[src/rtl/rf_pkg.sv]
// Shared register-file constants and types for the write-port arbiter slice.
// Pure definitions; no logic, no latency, no backpressure.
package rf_pkg;
  localparam int NUM_REGS   = 32;
  localparam int REG_ADDR_W = 5;
  typedef logic [REG_ADDR_W-1:0] reg_addr_t;
  localparam reg_addr_t ZERO_REG = 5'd31;
endpackage

[src/rtl/decoder5x32.sv]
// 5-to-32 one-hot decoder with enable; output is all-zero when disabled.
// Combinational, 0 cycles; no backpressure.
module decoder5x32
  import rf_pkg::*;
(
  input  logic                en,
  input  reg_addr_t           addr,
  output logic [NUM_REGS-1:0] dec
);

  always_comb begin
    dec = '0;
    if (en) dec[addr] = 1'b1;
  end

endmodule

[src/rtl/rr_arbiter.sv]
// Round-robin search starting at ptr, wrapping modulo N; first request wins.
// Combinational, 0 cycles; en low suppresses every grant.
module rr_arbiter #(
  parameter int N  = 4,
  parameter int IW = $clog2(N)
) (
  input  logic [N-1:0]  req,
  input  logic [IW-1:0] ptr,
  input  logic          en,
  output logic [N-1:0]  grant,
  output logic [IW-1:0] winner,
  output logic          any
);

  logic [IW-1:0] idx;

  always_comb begin
    grant  = '0;
    winner = '0;
    any    = 1'b0;
    idx    = '0;
    for (int i = 0; i < N; i++) begin
      idx = IW'((int'(ptr) + i) % N);
      if (en && !any && req[idx]) begin
        any    = 1'b1;
        winner = idx;
      end
    end
    if (any) grant[winner] = 1'b1;
  end

endmodule

[src/rtl/rf_write_arbiter.sv]
// Shares the single register-file write port among NUM_REQ producers by round-robin.
// Latency 1: handshake at edge N, wr_* valid in cycle N+1; rf_stall or reset holds all req_ready low.
module rf_write_arbiter
  import rf_pkg::*;
#(
  parameter int NUM_REQ = 4,
  parameter int DATA_W  = 64,
  parameter int IW      = $clog2(NUM_REQ)
) (
  input  logic                            clk,
  input  logic                            reset_n,
  input  logic [NUM_REQ-1:0]              req_valid,
  input  reg_addr_t [NUM_REQ-1:0]         req_addr,
  input  logic [NUM_REQ-1:0][DATA_W-1:0]  req_data,
  output logic [NUM_REQ-1:0]              req_ready,
  input  logic                            rf_stall,
  output logic [NUM_REGS-1:0]             wr_en,
  output reg_addr_t                       wr_addr,
  output logic [DATA_W-1:0]               wr_data,
  output logic [IW-1:0]                   grant_id,
  output logic [15:0]                     drop_cnt
);

  logic [IW-1:0]       rr_ptr;
  logic [IW-1:0]       winner;
  logic                any_grant;
  logic                dec_en;
  reg_addr_t           sel_addr;
  logic [NUM_REGS-1:0] dec;

  rr_arbiter #(.N(NUM_REQ), .IW(IW)) u_arb (
    .req    (req_valid),
    .ptr    (rr_ptr),
    .en     (reset_n & ~rf_stall),
    .grant  (req_ready),
    .winner (winner),
    .any    (any_grant)
  );

  assign sel_addr = req_addr[winner];
  // X31 completes the handshake but never reaches the register file.
  assign dec_en   = any_grant && (sel_addr != ZERO_REG);

  decoder5x32 u_dec (
    .en   (dec_en),
    .addr (sel_addr),
    .dec  (dec)
  );

  always_ff @(posedge clk) begin
    if (!reset_n) begin
      rr_ptr   <= '0;
      wr_en    <= '0;
      wr_addr  <= '0;
      wr_data  <= '0;
      grant_id <= '0;
      drop_cnt <= '0;
    end else begin
      wr_en <= dec;
      if (any_grant) begin
        rr_ptr   <= (winner == IW'(NUM_REQ-1)) ? '0 : winner + 1'b1;
        wr_addr  <= sel_addr;
        wr_data  <= req_data[winner];
        grant_id <= winner;
        if (!dec_en && drop_cnt != 16'hFFFF) drop_cnt <= drop_cnt + 16'd1;
      end
    end
  end

endmodule

[config.mk]
export PLATFORM = sky130hd
export DESIGN_NAME = rf_write_arbiter
export DESIGN_NICKNAME = d
export VERILOG_FILES = /design/src/rtl/rf_pkg.sv /design/src/rtl/decoder5x32.sv /design/src/rtl/rr_arbiter.sv /design/src/rtl/rf_write_arbiter.sv
export SDC_FILE = /design/constraint.sdc
export NUM_CORES = 1
export LEC_CHECK = 0
export CAP_MARGIN = 15
export CORE_AREA = 8 8 151 153
export DETAILED_ROUTE_END_ITERATION = 12
export DIE_AREA = 0 0 159 161
export GPL_ROUTABILITY_DRIVEN = 0
export GPL_TIMING_DRIVEN = 0
export HOLD_SLACK_MARGIN = 0.1
export PLACE_DENSITY = 0.83
export SKIP_CTS_REPAIR_TIMING = 1
export SLEW_MARGIN = 0
export SYNTH_ARGS = -nofsm -noshare
export SYNTH_HDL_FRONTEND = slang
export SYNTH_HIERARCHICAL = 1
export SYNTH_SLANG_ARGS = --single-unit
[constraint.sdc]
create_clock -name clk -period 4.6 [get_ports clk]
set_input_delay 0.46 -clock clk [delete_from_list [all_inputs] [get_ports clk]]
set_output_delay 0.46 -clock clk [all_outputs]
set_load 0.02 [all_outputs]
==> results of run 1 <==
[synthesized netlist by cell type, drive strengths merged, types with 5 or more instances]
library cell and instances:
a21boi 7, and2 42, buf 21, clkbuf 29
dfxtp 121, inv 5, mux2i 77, mux4 72
nand2 13, nand2b 6, nand3 6, nand4 7
nor2 42, nor2b 76, nor4 7, o21ai 5
o31ai 6, or4 5, xor2 6
[sequential cells by signal, summed over array words and instances (netlist names)]
signal / count
rr_ptr: 2
wr_en: 32
grant_id: 2
wr_addr: 5
drop_cnt: 16
wr_data: 64
[critical path: cells and delay by family]
| kind | cells | cell delay (ns) |
|---|---|---|
| mux | 1 | 0.64 |
| simple gates | 8 | 2.11 |
| compound gates | 2 | 0.41 |
| buf+inv | 4 | 1.02 |
[per-stage QoR]
step | utilization (%) | std cells | worst slack [ns]
after floorplan | - | 594 | 0.4233
after global placement | 54.07 | 1271 | -0.5932
final | 56.90 | 1303 | 0.3006
after detailed placement | 54.07 | 1271 | -0.5947
after CTS | 56.88 | 1303 | -0.1854
after global routing | 56.90 | 1303 | 0.08753
[logic make-up (layout without fill, tap and decap cells)]
kind of cell / after synthesis / in the layout
simple gates: 229 / 229
mux: 149 / 149
flops: 121 / 121
buf+inv: 55 / 488
compound gates: 31 / 31
xor+xnor: 7 / 7
fa+ha+maj: 2 / 2
other cells: 0 / 1
[area by class of cell]
cell class	count	share of cell area, %
Tap cell	275	2.942
Clock buffer	17	3.637
Antenna cell	1	0.02139
Sequential cell	121	20.71
Inverter	5	0.1605
Clock inverter	15	1.305
Multi-Input combinational cell	418	34.88
Buffer	49	1.936
Timing Repair Buffer	402	34.40
[routing by layer]
| metal | global-route usage, % | share of wire [%] | vias up |
|---|---|---|---|
| met5 | 0 | 0 | - |
| met4 | 6.518 | 2.3 | 0 |
| met3 | 7.126 | 8.1 | 32 |
| met2 | 38.95 | 52 | 334 |
| met1 | 23.77 | 37 | 3170 |
| li1 | - | - | 3030 |
[power by group through the flow]
stage / registers, W / logic [W] / clock network, W
after detailed placement: 0.00122 / 0.00155 / 0
after global routing: 0.00121 / 0.00164 / 0.00138
after global placement: 0.00122 / 0.00153 / 0
after floorplan: 0.00133 / 0.000776 / 0
after CTS: 0.00120 / 0.00156 / 0.00133
final: 0.00120 / 0.00154 / 0.00131
[worst max-delay path by stage]
stage               slack (ns)  depth (start not counted)         start                  end
finish                    0.30                         15  req_valid[1]  wr_en[0]$_SDFF_PN0_
detailed placement       -0.59                         16       reset_n  wr_en[1]$_SDFF_PN0_
CTS                      -0.19                         16       reset_n  wr_en[0]$_SDFF_PN0_
floorplan                 0.42                         16       reset_n  wr_en[0]$_SDFF_PN0_
global placement         -0.59                         16       reset_n  wr_en[3]$_SDFF_PN0_
global route              0.09                         12  req_valid[1]  wr_en[0]$_SDFF_PN0_
==> results.yml, run 1 <==
outcome:
  status: "complete, no violations"
worst_setup_path:
  path_max_fanout: 10
  cp_slowest_stage_delay_ns: 0.64
  worstSetupEndpointType: "flop"
  crit_chain: "clkdlybuf4s50_1 -> or3b_1 -> a211oi_2 -> or2_2 -> o31ai_2 -> inv_2 -> buf_6 -> mux4_2 -> nand2_1 -> or2_4 -> buf_6 -> and2_1 -> or4b_1 -> nor2_1 -> and2_1"
  crit_arrival_ns: 4.65
  cp_slowest_cell: "mux4_2"
  r2r-start: "rr_ptr[1]$_SDFFE_PN0P_"
  crit_type: "input port to flop"
  critPathLaunchType: "input port"
  rrSetupSlack_ns: 0.41
  ff2ff_path_depth: 15
  cp.required_ns: 4.95
  reg2reg_to: "wr_en[0]$_SDFF_PN0_"
run:
  cap_viol_max_count: 0
sta:
  tns_ns: 0
  final_max_slew_viol_count: 0
  slew_headroom_pct: 42.69
  finalCriticalPeriod_ns: 4.299
  fin_skew_ns: 0.01308
  hold_viol: 0
  fin_worst_hold_slack_ns: 0.5143
  setup_viol: 0
  max_freq_mhz: 232.6
  tightest_slew_ns: 0.8485
  rsz0062_at_grt: "false"
  period_share_pct: 93.46
synth:
  synth_compound_area_share_pct: 3.467
  ys.flop_type: "dfxtp_1"
  synth_simple_gate_area_share_pct: 20.12
  synth_edf_count: 0
  yosys_warnings: 6
  avgSynthCellArea_um2: 11.36
  ys_top_cells_by_area: "dfxtp_1, mux4_2, mux2i_1"
  synthMuxAreaShare_pct: 35.56
  ys_seq_area_share_pct: 35.90
  yosys.area.top_type: "dfxtp_1"
  yosysTopAreaCellShare_pct: 35.90
  synthesis.area_um2: 6748
  synth_xor_xnor_area_share_pct: 0.9086
  syn-instance-count: 594
  ys_async_sr_fraction_pct: 0
  syn-num-nets: 879
  synth_cell_types: 50
  synth_adder_area_share_pct: 0.3709
  ys_ff_latch: 121
  synth_top_family_by_area: "multiplexers"
die:
  die_area_um2: 25600
  die_w_um: 159
  initial_core_util_pct: 32.82
  rows: 53
  ios: 406
  die_y_um: 161
  coreArea_um2: 20560
min_path:
  min_path_cells: 2
  min_from: "wr_data[58]$_SDFFE_PN0P_"
  hold_class: "flop to flop"
  hold_end: "wr_data[58]$_SDFFE_PN0P_"
power_and_ir_drop:
  p_sw_w: 0.001342
  leakage_nw: 4.176
  ir_drop_v: 0.0002047
  pwr-share-clk_pct: 32.2
  total_power_w: 0.004051
  p_seq_share_pct: 29.7
  intPower_w: 0.002709
  p_comb_share_pct: 38.1
  power.density_nw_per_um2: 346.3
  swShare_pct: 33.12
final_layout:
  nFillCells: 1754
  mostFrequentLayoutCell: "clkdlybuf4s50_1"
  final_nets: 1299
  drive_gt1_share_pct: 12.46
  fin_area_um2: 11700
  multi_input_area_um2: 4080
  regArea_um2: 2422
  area_growth_pct: 73.34
  layout_common_cells: "clkdlybuf4s50_1, dfxtp_1, mux2i_1"
grt:
  track_usage_pct: 21.61
  grt_pass1_vias: 6997
  antenna_found_initial: 1
  globalRoute.totalOverflow: 0
  grt_pass1_wl_um: 42320
  grt_start_max_net_pins: 17
detailed_routing:
  drc: 0
  wl_per_cell_um: 21.85
  drt-total-wl_um: 28470
  vias: 6566
  ant_nets: 0
  drt-initial-drc-count: 387
  vias_per_cell: 5.039
  first_pass_iters: 5
clock_tree:
  clkSlewWorstSetupHoldPaths_ns: 0.06
  root_buffer: "clkbuf_16"
  numCtsBuffers: 17
  tritoncts: "done"
  htreeDepth: 4
  clkLatencyLatePin_ns: 0.42
  cts_sinks: 121
  clock_path_buffers: 2
placed_design:
  io_buffers: 402
  post_dp_cell_area_um2: 11120
  hpwlAfterDp_um: 23750
Note: power is estimated with default switching activity, not from simulation.
==> inputs of run 2 (changes only) <==
--- a/config.mk
+++ b/config.mk
@@ -5,17 +5,16 @@
 export SDC_FILE = /design/constraint.sdc
 export NUM_CORES = 1
 export LEC_CHECK = 0
+export ABC_AREA = 1
 export CAP_MARGIN = 15
 export CORE_AREA = 8 8 151 153
 export DETAILED_ROUTE_END_ITERATION = 12
 export DIE_AREA = 0 0 159 161
 export GPL_ROUTABILITY_DRIVEN = 0
-export GPL_TIMING_DRIVEN = 0
 export HOLD_SLACK_MARGIN = 0.1
-export PLACE_DENSITY = 0.83
+export PLACE_DENSITY = 0.84
 export SKIP_CTS_REPAIR_TIMING = 1
 export SLEW_MARGIN = 0
 export SYNTH_ARGS = -nofsm -noshare
 export SYNTH_HDL_FRONTEND = slang
-export SYNTH_HIERARCHICAL = 1
 export SYNTH_SLANG_ARGS = --single-unit
==> run 2 against run 1 <==
Synthesized cell count grew 76%. Critical path type is now flop to output pin. Non-clock buffer count fell by 35. Critical endpoint is now req_ready[0]. Design area is 0.74% higher. Clock skew decreased by 0.0033 ns. Highest routed layer unchanged. Die area is the same. Clock-buffer cell count unchanged.
==> results.yml, run 2 <==
clock_tree:
  clkLatencyLatePin_ns: 0.42
  htreeDepth: 4
  root_buffer: "clkbuf_16"
  tritoncts: "done"
  clock_path_buffers: 2
  cts_sinks: 121
  numCtsBuffers: 17
  clkSlewWorstSetupHoldPaths_ns: 0.06
worst_setup_path:
  cp_num_buf_inv: 4
  worstSetupEndpointType: "output pin"
  critPathLaunchType: "flop"
  cp_slowest_cell: "dfxtp_1"
  cp.required_ns: 4.14
  cp_slowest_stage_delay_ns: 0.59
  cp_top_family: "buffers and inverters"
  crit_chain: "nand2_1 -> nand3_2 -> nand2_4 -> o21ai_1 -> clkinv_1 -> nand2_1 -> nand2_2 -> nand2_4 -> clkinv_2 -> ha_1 -> inv_1 -> nor2_1 -> clkdlybuf4s50_1"
  crit_arrival_ns: 3.56
  crit_type: "flop to output pin"
  path_max_fanout: 37
sta:
  final_max_slew_viol_count: 0
  max_freq_mhz: 248.7
  period_share_pct: 87.40
  hold_viol: 0
  rsz0062_at_grt: "false"
  fin_worst_hold_slack_ns: 0.5063
  tns_ns: 0
  fin_skew_ns: 0.009796
  tightest_slew_ns: 0.7736
  slew_headroom_pct: 48.43
  fin_ws_ns: 0.5797
  setup_viol: 0
  finalCriticalPeriod_ns: 4.020
synth:
  syn-num-nets: 1335
  synth_edf_count: 0
  syn-instance-count: 1047
  ys_seq_area_share_pct: 34.86
  ys_async_sr_fraction_pct: 0
  ys_top_cells_by_area: "dfxtp_1, o21ai_0, nor2_1"
  synth_commonest_cells: "o21ai_0, nor2_1, nand2_1, dfxtp_1, inv_1"
  ys.flop_type: "dfxtp_1"
  synth_cell_types: 41
  yosysTopAreaCellShare_pct: 34.86
  yosys_warnings: 0
  avgSynthCellArea_um2: 6.636
  synth.most_common_cell: "o21ai_0"
  ys_ff_latch: 121
  yosys.area.top_type: "dfxtp_1"
  synthesis.area_um2: 6948
detailed_routing:
  vias_per_cell: 5.031
  drc: 0
  first_pass_iters: 6
  wl_per_cell_um: 18.19
  ant_nets: 0
  drt-initial-drc-count: 437
  vias: 8552
  drt-total-wl_um: 30920
power_and_ir_drop:
  ir_drop_v: 0.0002648
  power.density_nw_per_um2: 428.1
  leakage_nw: 4.878
  total_power_w: 0.005044
outcome:
  status: "complete, no violations"
final_layout:
  mostFrequentLayoutCell: "clkdlybuf4s50_1"
  regArea_um2: 2422
  top_register: "wr_data"
  largest_reg_flops: 64
  final_util_pct: 57.32
  final_nets: 1699
  nFillCells: 1847
  layout_common_cells: "clkdlybuf4s50_1, o21ai_0, nor2_1"
  area_growth_pct: 69.58
  multi_input_area_um2: 3789
  reg.largest.list: "wr_data (64), wr_en (32), drop_cnt (16)"
  drive_gt1_share_pct: 6.110
die:
  coreArea_um2: 20560
  die_area_um2: 25600
  die_w_um: 159
  initial_core_util_pct: 33.80
  die_y_um: 161
  ios: 406
  rows: 53
grt:
  grt_start_max_net_pins: 134
  grt_pass1_vias: 8548
  track_usage_pct: 23.18
  globalRoute.totalOverflow: 0
  gr-usage-met2_pct: 40.77
  grt_pass1_wl_um: 47690
  antenna_found_initial: 0
  busiest_layer: "met2"
  grtUsageMet1_pct: 25.29
  use_met3_pct: 7.737
placed_design:
  hpwlAfterDp_um: 23590
  io_buffers: 405
  dp_slack_ns: 0.7265
min_path:
  hold_class: "flop to flop"
run:
  cap_viol_max_count: 0
-- run 2: changes by cell type in the layout (fill, tap and decap cells not counted), moves of 32 or more --
cell,delta
mux4_2,-70
inv_1,+96
nor2_1,+159
nand2_1,+122
nor2b_1,-74
o21ai_0,+197
and2_1,-42
o21bai_1,+32
mux2i_1,-77
-- run 2: cell type report --
class,instances,share of cell area [%]
timing repair buffer,416,35.28
clock buffer,17,3.610
tap,275,2.920
sequential,121,20.56
antenna,1,0.02124
clock inverter,15,1.922
inverter,108,3.536
multi-input combinational,747,32.15
-- run 2: through the flow --
| stage | area, µm² | cells |
|---|---|---|
| finish | 11780 | 1700 |
| floorplan | 6948 | 1047 |
| CTS | 11780 | 1699 |
| detailed placement | 11130 | 1667 |
| global placement | 11130 | 1667 |
| global route | 11780 | 1699 |
-- run 2: cells by family (layout without fill, tap and decap cells) --
logic type	Yosys count	in the layout	synth area share (%)
AO/OA/AOI/OAI	302	302	24.51
XOR/XNOR	14	14	1.765
adder cells (fa/ha/maj)	5	5	0.9004
buffers and inverters	179	556	10.61
flip-flops	121	121	34.86
other	1	2	0.05397
AND/OR/NAND/NOR	425	425	27.30
-- run 2: final timing paths --
path / slack (ns) / from / end / depth (start not counted)
max: 0.58 / rr_ptr[0]$_SDFFE_PN0P_ / req_ready[0] / 13
min: 0.51 / wr_addr[3]$_SDFFE_PN0P_ / wr_addr[3]$_SDFFE_PN0P_ / 2
max reg2reg: 1.14 / rr_ptr[0]$_SDFFE_PN0P_ / drop_cnt[1]$_SDFFE_PN0P_ / 19
min reg2reg: 0.51 / wr_addr[3]$_SDFFE_PN0P_ / wr_addr[3]$_SDFFE_PN0P_ / 2
-- run 2: layer usage --
| metal | wire length [µm] | vias up |
|---|---|---|
| li1 | - | 4178 |
| met1 | 12020 | 3920 |
| met2 | 15130 | 391 |
| met3 | 2745 | 63 |
| met4 | 1021 | 0 |
| met5 | 0 | - |
-- run 2: worst register-to-register path: cells and delay by family (launching register included) --
family | cells | cell delay [ns]
flip-flops | 1 | 0.59
AO/OA/AOI/OAI | 1 | 0.16
buffers and inverters | 2 | 0.45
AND/OR/NAND/NOR | 16 | 2.21
-- run 2: report_power, final --
part | total (W) | switching [W] | internal, W
combinational | 0.00223 | 0.00134 | 0.000888
clock | 0.00150 | 0.000564 | 0.000932
sequential | 0.00132 | 0.0000992 | 0.00122
